`src/rtl/serial_addsub_n_if.sv`:
```
// Handshake and data bundle for serial_addsub_n.
// Master drives operands/control; slave returns status and result.
interface serial_addsub_n_if #(
  parameter int WIDTH = 8
);
  logic             start;
  logic             mode;
  logic             a_in;
  logic             b_in;
  logic             busy;
  logic             done;
  logic             s_out;
  logic             out_valid;
  logic [WIDTH-1:0] result;
  logic             carry_out;
  logic             overflow;

  modport master (
    output start,
    output mode,
    output a_in,
    output b_in,
    input  busy,
    input  done,
    input  s_out,
    input  out_valid,
    input  result,
    input  carry_out,
    input  overflow
  );

  modport slave (
    input  start,
    input  mode,
    input  a_in,
    input  b_in,
    output busy,
    output done,
    output s_out,
    output out_valid,
    output result,
    output carry_out,
    output overflow
  );
endinterface

```
`src/rtl/serial_addsub_n.sv`:
```
// Bit-serial WIDTH-bit adder/subtractor: LSB-first load,
// one full adder per clock, LSB-first shift-out.
module serial_addsub_n #(
  parameter int WIDTH = 8
) (
  input logic              clk,
  input logic              clear,
  serial_addsub_n_if.slave bus
);

  localparam int CW = (WIDTH > 2) ? $clog2(WIDTH) : 1;
  localparam logic [CW-1:0] LAST = CW'(WIDTH - 1);

  generate
    if (WIDTH < 2) begin : g_width_chk
      $error("serial_addsub_n: WIDTH must be >= 2");
    end
  endgenerate

  typedef enum logic [1:0] {
    IDLE,
    LOAD,
    CALC,
    OUT
  } state_t;

  state_t           state_q;
  state_t           state_d;
  logic [CW-1:0]    cnt_q;
  logic [CW-1:0]    cnt_nx;
  logic [WIDTH-1:0] a_q;
  logic [WIDTH-1:0] b_q;
  logic             c_q;
  logic             m_q;
  logic [WIDTH-1:0] res_q;
  logic             co_q;
  logic             ov_q;

  logic last;
  logic busy;
  logic done;
  logic out_valid;
  logic fa_b;
  logic fa_s;
  logic fa_c;

  assign last   = (cnt_q == LAST);
  assign cnt_nx = last ? '0 : cnt_q + CW'(1);

  // Subtraction is A + ~B + 1: B inverted here, +1 via carry preload.
  assign fa_b = b_q[0] ^ m_q;
  assign fa_s = a_q[0] ^ fa_b ^ c_q;
  assign fa_c = (a_q[0] & fa_b)
              | (a_q[0] & c_q)
              | (fa_b & c_q);

  always_ff @(posedge clk or posedge clear) begin
    if (clear) begin
      state_q <= IDLE;
    end else begin
      state_q <= state_d;
    end
  end

  always_comb begin
    state_d   = state_q;
    busy      = 1'b0;
    done      = 1'b0;
    out_valid = 1'b0;
    unique case (state_q)
      IDLE: begin
        if (bus.start) begin
          state_d = LOAD;
        end
      end
      LOAD: begin
        busy = 1'b1;
        if (last) begin
          state_d = CALC;
        end
      end
      CALC: begin
        busy = 1'b1;
        if (last) begin
          state_d = OUT;
        end
      end
      OUT: begin
        busy      = 1'b1;
        out_valid = 1'b1;
        done      = (cnt_q == '0);
        if (last) begin
          state_d = IDLE;
        end
      end
    endcase
  end

  always_ff @(posedge clk or posedge clear) begin
    if (clear) begin
      cnt_q <= '0;
      a_q   <= '0;
      b_q   <= '0;
      c_q   <= 1'b0;
      m_q   <= 1'b0;
      res_q <= '0;
      co_q  <= 1'b0;
      ov_q  <= 1'b0;
    end else begin
      unique case (state_q)
        IDLE: begin
          if (bus.start) begin
            m_q   <= bus.mode;
            c_q   <= bus.mode;
            cnt_q <= '0;
          end
        end
        LOAD: begin
          a_q   <= {bus.a_in, a_q[WIDTH-1:1]};
          b_q   <= {bus.b_in, b_q[WIDTH-1:1]};
          cnt_q <= cnt_nx;
        end
        CALC: begin
          a_q   <= {fa_s, a_q[WIDTH-1:1]};
          b_q   <= {1'b0, b_q[WIDTH-1:1]};
          c_q   <= fa_c;
          cnt_q <= cnt_nx;
          // Last bit: c_q is the carry into the MSB.
          if (last) begin
            res_q <= {fa_s, a_q[WIDTH-1:1]};
            co_q  <= fa_c;
            ov_q  <= c_q ^ fa_c;
          end
        end
        OUT: begin
          a_q   <= {a_q[0], a_q[WIDTH-1:1]};
          cnt_q <= cnt_nx;
        end
      endcase
    end
  end

  assign bus.busy      = busy;
  assign bus.done      = done;
  assign bus.out_valid = out_valid;
  assign bus.s_out     = out_valid & a_q[0];
  assign bus.result    = res_q;
  assign bus.carry_out = co_q;
  assign bus.overflow  = ov_q;

endmodule

```
`src/flat_wrapper.sv`:
```
// flat-port wrapper written by rule: the top's interface ports become plain ports
module serial_addsub_n_flat 
#(
  parameter int WIDTH = 8
)
  (clk, clear, bus_start, bus_mode, bus_a_in, bus_b_in, bus_busy, bus_done, bus_s_out, bus_out_valid, bus_result, bus_carry_out, bus_overflow);
  serial_addsub_n_if #(.WIDTH(WIDTH)) bus_i ();
  input logic clk;
  input logic clear;
  input wire logic [$bits(bus_i.start)-1:0] bus_start;
  input wire logic [$bits(bus_i.mode)-1:0] bus_mode;
  input wire logic [$bits(bus_i.a_in)-1:0] bus_a_in;
  input wire logic [$bits(bus_i.b_in)-1:0] bus_b_in;
  output wire logic [$bits(bus_i.busy)-1:0] bus_busy;
  output wire logic [$bits(bus_i.done)-1:0] bus_done;
  output wire logic [$bits(bus_i.s_out)-1:0] bus_s_out;
  output wire logic [$bits(bus_i.out_valid)-1:0] bus_out_valid;
  output wire logic [$bits(bus_i.result)-1:0] bus_result;
  output wire logic [$bits(bus_i.carry_out)-1:0] bus_carry_out;
  output wire logic [$bits(bus_i.overflow)-1:0] bus_overflow;
  assign bus_i.start = bus_start;
  assign bus_i.mode = bus_mode;
  assign bus_i.a_in = bus_a_in;
  assign bus_i.b_in = bus_b_in;
  assign bus_busy = bus_i.busy;
  assign bus_done = bus_i.done;
  assign bus_s_out = bus_i.s_out;
  assign bus_out_valid = bus_i.out_valid;
  assign bus_result = bus_i.result;
  assign bus_carry_out = bus_i.carry_out;
  assign bus_overflow = bus_i.overflow;
  serial_addsub_n #(.WIDTH(WIDTH)) u_core (.clk(clk), .clear(clear), .bus(bus_i));
endmodule
```
`config.mk`:
```
export PLATFORM = sky130hd
export DESIGN_NAME = serial_addsub_n_flat
export DESIGN_NICKNAME = d
export VERILOG_FILES = /design/src/rtl/serial_addsub_n_if.sv /design/src/rtl/serial_addsub_n.sv /design/src/flat_wrapper.sv
export SDC_FILE = /design/constraint.sdc
export NUM_CORES = 1
export LEC_CHECK = 0
export CORE_MARGIN = 2
export CORE_UTILIZATION = 30
export CTS_CLUSTER_SIZE = 20
export DETAILED_ROUTE_END_ITERATION = 8
export GPL_TIMING_DRIVEN = 0
export PLACE_DENSITY = 0.6
export SKIP_CTS_REPAIR_TIMING = 1
export SLEW_MARGIN = 20
export SYNTH_ARGS = -nofsm -noshare
export SYNTH_HDL_FRONTEND = slang
export SYNTH_SLANG_ARGS = --single-unit
```
`constraint.sdc`:
```
create_clock -name clk -period 2.1 [get_ports clk]
set_clock_uncertainty 0.05 [all_clocks]
set_input_delay 0.315 -clock clk [delete_from_list [all_inputs] [get_ports clk]]
set_output_delay 0.315 -clock clk [all_outputs]
set_load 0.02 [all_outputs]
```
; After elaboration in Yosys (flattened, before gate mapping)
; Cells that the tools add are included.
[classes]
n_addsub = 1
n_mul = 0
div_mod_pow = 0
n_lt_le_gt_ge = 0
eq_ne = 8
n_shift = 0
n_mux = 15
bitwise = 10
n_reduce_logical = 10
[ops]
columns = cell, count
row1 = $pmux W8 S3, 1
row2 = $pmux W8 S2, 1
row3 = $mux W2, 4
row4 = $pmux W2 S4, 1
row5 = $mux W3, 2
row6 = $ne A2 B1 Y1 const B, 3
row7 = $pmux W3 S2, 1
row8 = $reduce_and A2 Y1, 3
row9 = $and A1 B1 Y1, 4
row10 = $eq A2 B2 Y1 const B, 2
row11 = $mux W1, 4
row12 = $reduce_and A4 Y1, 1
row13 = $reduce_bool A2 Y1, 2
row14 = $xor A1 B1 Y1, 4
row15 = $add A3 B1 Y3 const B, 1
row16 = $eq A3 B3 Y1 const B, 1
row17 = $logic_not A3 Y1, 1
row18 = $reduce_bool A3 Y1, 1
row19 = $reduce_or A3 Y1, 1
row20 = $eq A2 B1 Y1 const B, 1
row21 = $logic_not A2 Y1, 1
row22 = $ne A2 B2 Y1 const B, 1
row23 = $or A1 B1 Y1, 2
row24 = $pmux W1 S2, 1
[totals]
reg_bits = 33
latch_bits = 0
mem_bits_rw = 0
rom_bits = 0
word_cells = 53
mem_count = 0

; Longest topological paths before layout
[logic_depth]
word_depth = 5
depth_mapped = 6
depth_no_buf = 5

; Worst setup path after synthesis
; Ideal clock, no wire load.
[synth_path]
path_kind = flip-flop to flip-flop
start = register u_core.b_q[0]
end = register u_core.a_q[7]
t_arrival_ns = 1.398
required_time_ns = 1.912
slack_ns = 0.514
path_stages_with_launch = 6
path_cell_list = dfrtp_1 -> xnor2_1 -> fa_1 -> nor2b_1 -> a2111oi_0 -> a21oi_1
[synth_between]
elab_chain_cells = 4
[synth_rtl]
columns = item, line
row1 = from (decl), serial_addsub_n.sv:32  ; logic [WIDTH-1:0] b_q;
row2 = from (signal assigned), serial_addsub_n.sv:120  ; b_q <= {bus.b_in, b_q[WIDTH-1:1]};
row3 = from (signal assigned), serial_addsub_n.sv:125  ; b_q <= {1'b0, b_q[WIDTH-1:1]};
row4 = $xor A1 B1 Y1, serial_addsub_n.sv:51  ; assign fa_b = b_q[0] ^ m_q;
row5 = $xor A1 B1 Y1 (2 in a row), serial_addsub_n.sv:52  ; assign fa_s = a_q[0] ^ fa_b ^ c_q;
row6 = $pmux W8 S3, serial_addsub_n.sv:110  ; unique case (state_q)
row7 = to (signal assigned), serial_addsub_n.sv:119  ; a_q <= {bus.a_in, a_q[WIDTH-1:1]};
row8 = to (signal assigned), serial_addsub_n.sv:124  ; a_q <= {fa_s, a_q[WIDTH-1:1]};
row9 = to (signal assigned), serial_addsub_n.sv:136  ; a_q <= {a_q[0], a_q[WIDTH-1:1]};
row10 = to (decl), serial_addsub_n.sv:31  ; logic [WIDTH-1:0] a_q;
; No other way between the ends. The select of a mux whose other input is x is not followed.
; A chain may end at the register's enable or synchronous reset.

; Worst setup path after layout
[layout_path]
start = register u_core.state_q[0]
end = output bus_busy
[layout_between]
elab_chain_cells = 3
[layout_rtl]
columns = item, line
row1 = from (decl), serial_addsub_n.sv:27  ; state_t state_q;
row2 = from (signal assigned), serial_addsub_n.sv:61  ; state_q <= state_d;
row3 = $eq A2 B1 Y1 or $eq A2 B2 Y1 (tied branches), serial_addsub_n.sv:70  ; unique case (state_q)
row4 = $reduce_or A3 Y1 (no line) *, --
row5 = $mux W1 *, serial_addsub_n.sv:70
row6 = to (decl), flat_wrapper.sv:14  ; output wire logic [$bits(bus_i.busy)-1:0] bus_busy;
; Every way passes the cells marked *; elsewhere a longest branch is shown, timed or not.

==> results.cfg <==
[setup_path]
path_common_cell = inv_1
slowest_delay_ns = 0.41
path_cells = inv_1, ha_1, clkbuf_4, inv_1, dlymetal6s2s_1
r2r_start = u_core.m_q
critical_path_class = reg -> out
reg2reg_depth = 5
worstPathArrival_ns = 1.59
setup.worst_path.end_class = primary output
crit_path_top_delay_cell = dfrtp_1
rrSetupSlack_ns = 0.39
required_ns = 1.74
r2r_end = u_core.a_q[7]
critPathLaunchType = flip-flop
crit_start = u_core.state_q[0]
crit_path_max_fanout = 10

[cts]
clk-insertion-delay-late_ns = 0.29
numCtsBuffers = 5
clkTransAtPathRegs_ns = 0.07
cts_tree = yes
clockBufferDepth = 2
clkSinkCount = 33
htree_num_levels = 2
ctsRootBufferMaster = clkbuf_8

[sta]
finalCriticalPeriod_ns = 1.96
tightest_slew_ns = 0.655
grt_setup_unrepaired = false
timing.final.ws_setup_ns = 0.141
hold_violations = 0
finalSetupViolCount = 0
report.final.slew_viol_count = 0
setup_tns_ns = 0
post-route-period-util = 0.933
max_freq_ghz = 0.510
relSlewSlack = 0.562

[place]
io_buffers = 19
place_congestion = 0.781
dp.cells = 203
dp_hpwl_um = 1820
place_ws_ns = 0.0862

[routing]
first_pass_iters = 4
antenna_left = 0
routed_wirelength_um = 2440
drc = 0
vias = 901
top_layer = met4
avgViaCountPerCell = 4.27
dr_wl_met2_um = 1220
routed-wl-met3_um = 93
drtIter0Drc = 54
drt-met1-wl_um = 1050
wl_per_cell_um = 11.6

[synth]
ys_seq_area_frac = 0.562
synth_mux_area_frac = 0.166
ys_seq_elements = 33
synth_top_family_by_area = multiplexers
synth_area_um2 = 1470
syn_inst = 117
syn_avg_cell_area_um2 = 12.6
yosys.area_share.xor_xnor = 0.0119
synth_warnings = 0
syn-num-nets = 132
synth_compound_area_frac = 0.0554
yosys.area_share.simple = 0.0826
synthAdderAreaFrac = 0.0818
ys_types = 28

[final_layout]
syn2layout_area_growth_pct = 25.7
diodes = 0
nets = 158
drive_above_1_share = 0.243
layout_common_cells = 33 x dfrtp_1, 18 x mux2_2, 16 x clkdlybuf4s50_1
nFillCells = 456
final_common_cell = dfrtp_1
fin_cells = 211

[global_route]
grt_max_degree = 34
grtUsageTotal = 0.100
grt_pass1_vias = 891
antenna_found_initial = 0
grt_pass1_wl_um = 3990
grt_overflow = 0

[outcome]
status = finished, final reports clean

[worst_hold_path]
hp-class = in -> async

[die]
start_util = 0.311
core-area_um2 = 4720
die-area_um2 = 5470
die_h_um = 74.0
dieWidth_um = 74.0
io_pins = 20
row_count = 25

[flow_run]
cap_violations = 0

[power_and_ir_drop]
ir_drop_v = 0.000464
leakage_nw = 0.875
p_per_area_nw_per_um2 = 1580
==> critical path: cells and delay by family (launching register included) <==
family / cells / cell delay (ns)
buffers and inverters: 4 / 0.67
flip-flops: 1 / 0.41
adder cells (fa/ha/maj): 1 / 0.23
==> final cells by class <==
class                      instances  area [µm²]  share of cell area
multi-input combinational         71         587               0.318
tap                               67        83.8              0.0454
sequential                        33         826               0.447
buffer                             3        23.8              0.0129
inverter                          10        37.5              0.0203
clock inverter                     3        22.5              0.0122
clock buffer                       5        68.8              0.0373
timing repair buffer              19         198               0.107
==> stage by stage <==
stage	total power, mW	hold slack [ns]	area [µm²]	util
after floorplan	2.05	0.394	1470	-
after global placement	2.40	0.410	1740	0.369
after detailed placement	2.47	0.421	1740	0.369
after CTS	2.95	0.409	1830	0.388
after global routing	3.13	0.447	1850	0.391
final	2.92	0.386	1850	0.391
==> cell usage after synthesis, drive strengths merged <==
cell     count  area (µm²)
or4          1        7.51
a21oi        2        10.0
a2bb2oi      1        8.76
nand3b       1        7.51
nand2       10        40.0
or2          1        6.26
nor3         2        10.0
nand3        2        10.0
xor2         1        8.76
fa           1        20.0
a311oi       1        8.76
o21ai        9        45.0
xnor2        1        8.76
a2111oi      1        8.76
nor2b        2        12.5
nor2         4        15.0
inv         10        37.5
dfrtp       33         826
nand2b       1        6.26
ha           8         100
mux2        21         244
and2         1        6.26
buf          3        21.3
==> state kept, by name, indices dropped and copies added (netlist names) <==
| register | count |
|---|---|
| u_core.bus.result | 8 |
| u_core.m_q | 1 |
| u_core.state_q | 2 |
| u_core.cnt_q | 3 |
| u_core.b_q | 8 |
| u_core.bus.carry_out | 1 |
| u_core.a_q | 8 |
| u_core.c_q | 1 |
| u_core.bus.overflow | 1 |
==> per-layer routing <==
layer  vias up  GRT usage
met2        15      0.168
met4         0     0.0727
met1       434      0.102
li1        446          -
met5         -          0
met3         6     0.0366
==> worst max path at each step <==
stage / to / slack, ns / cells after the start
global route: bus_busy / 0.05 / 5
finish: bus_busy / 0.14 / 5
CTS: bus_busy / -0.23 / 5
global placement: bus_busy / 0.10 / 5
detailed placement: bus_busy / 0.09 / 5
floorplan: u_core.a_q[7] / 0.51 / 5
==> power breakdown <==
group | internal [mW] | switching [mW]
clock network | 0.232 | 0.240
registers | 0.928 | 0.167
logic | 0.702 | 0.649
total | 1.86 | 1.06
==> logic make-up after synthesis <==
family          after synthesis
compound gates               14
xor+xnor                      2
fa+ha+maj                     9
buf+inv                      13
flops                        33
mux                          21
simple gates                 25
No activity file was read; power rests on OpenSTA's default activity.
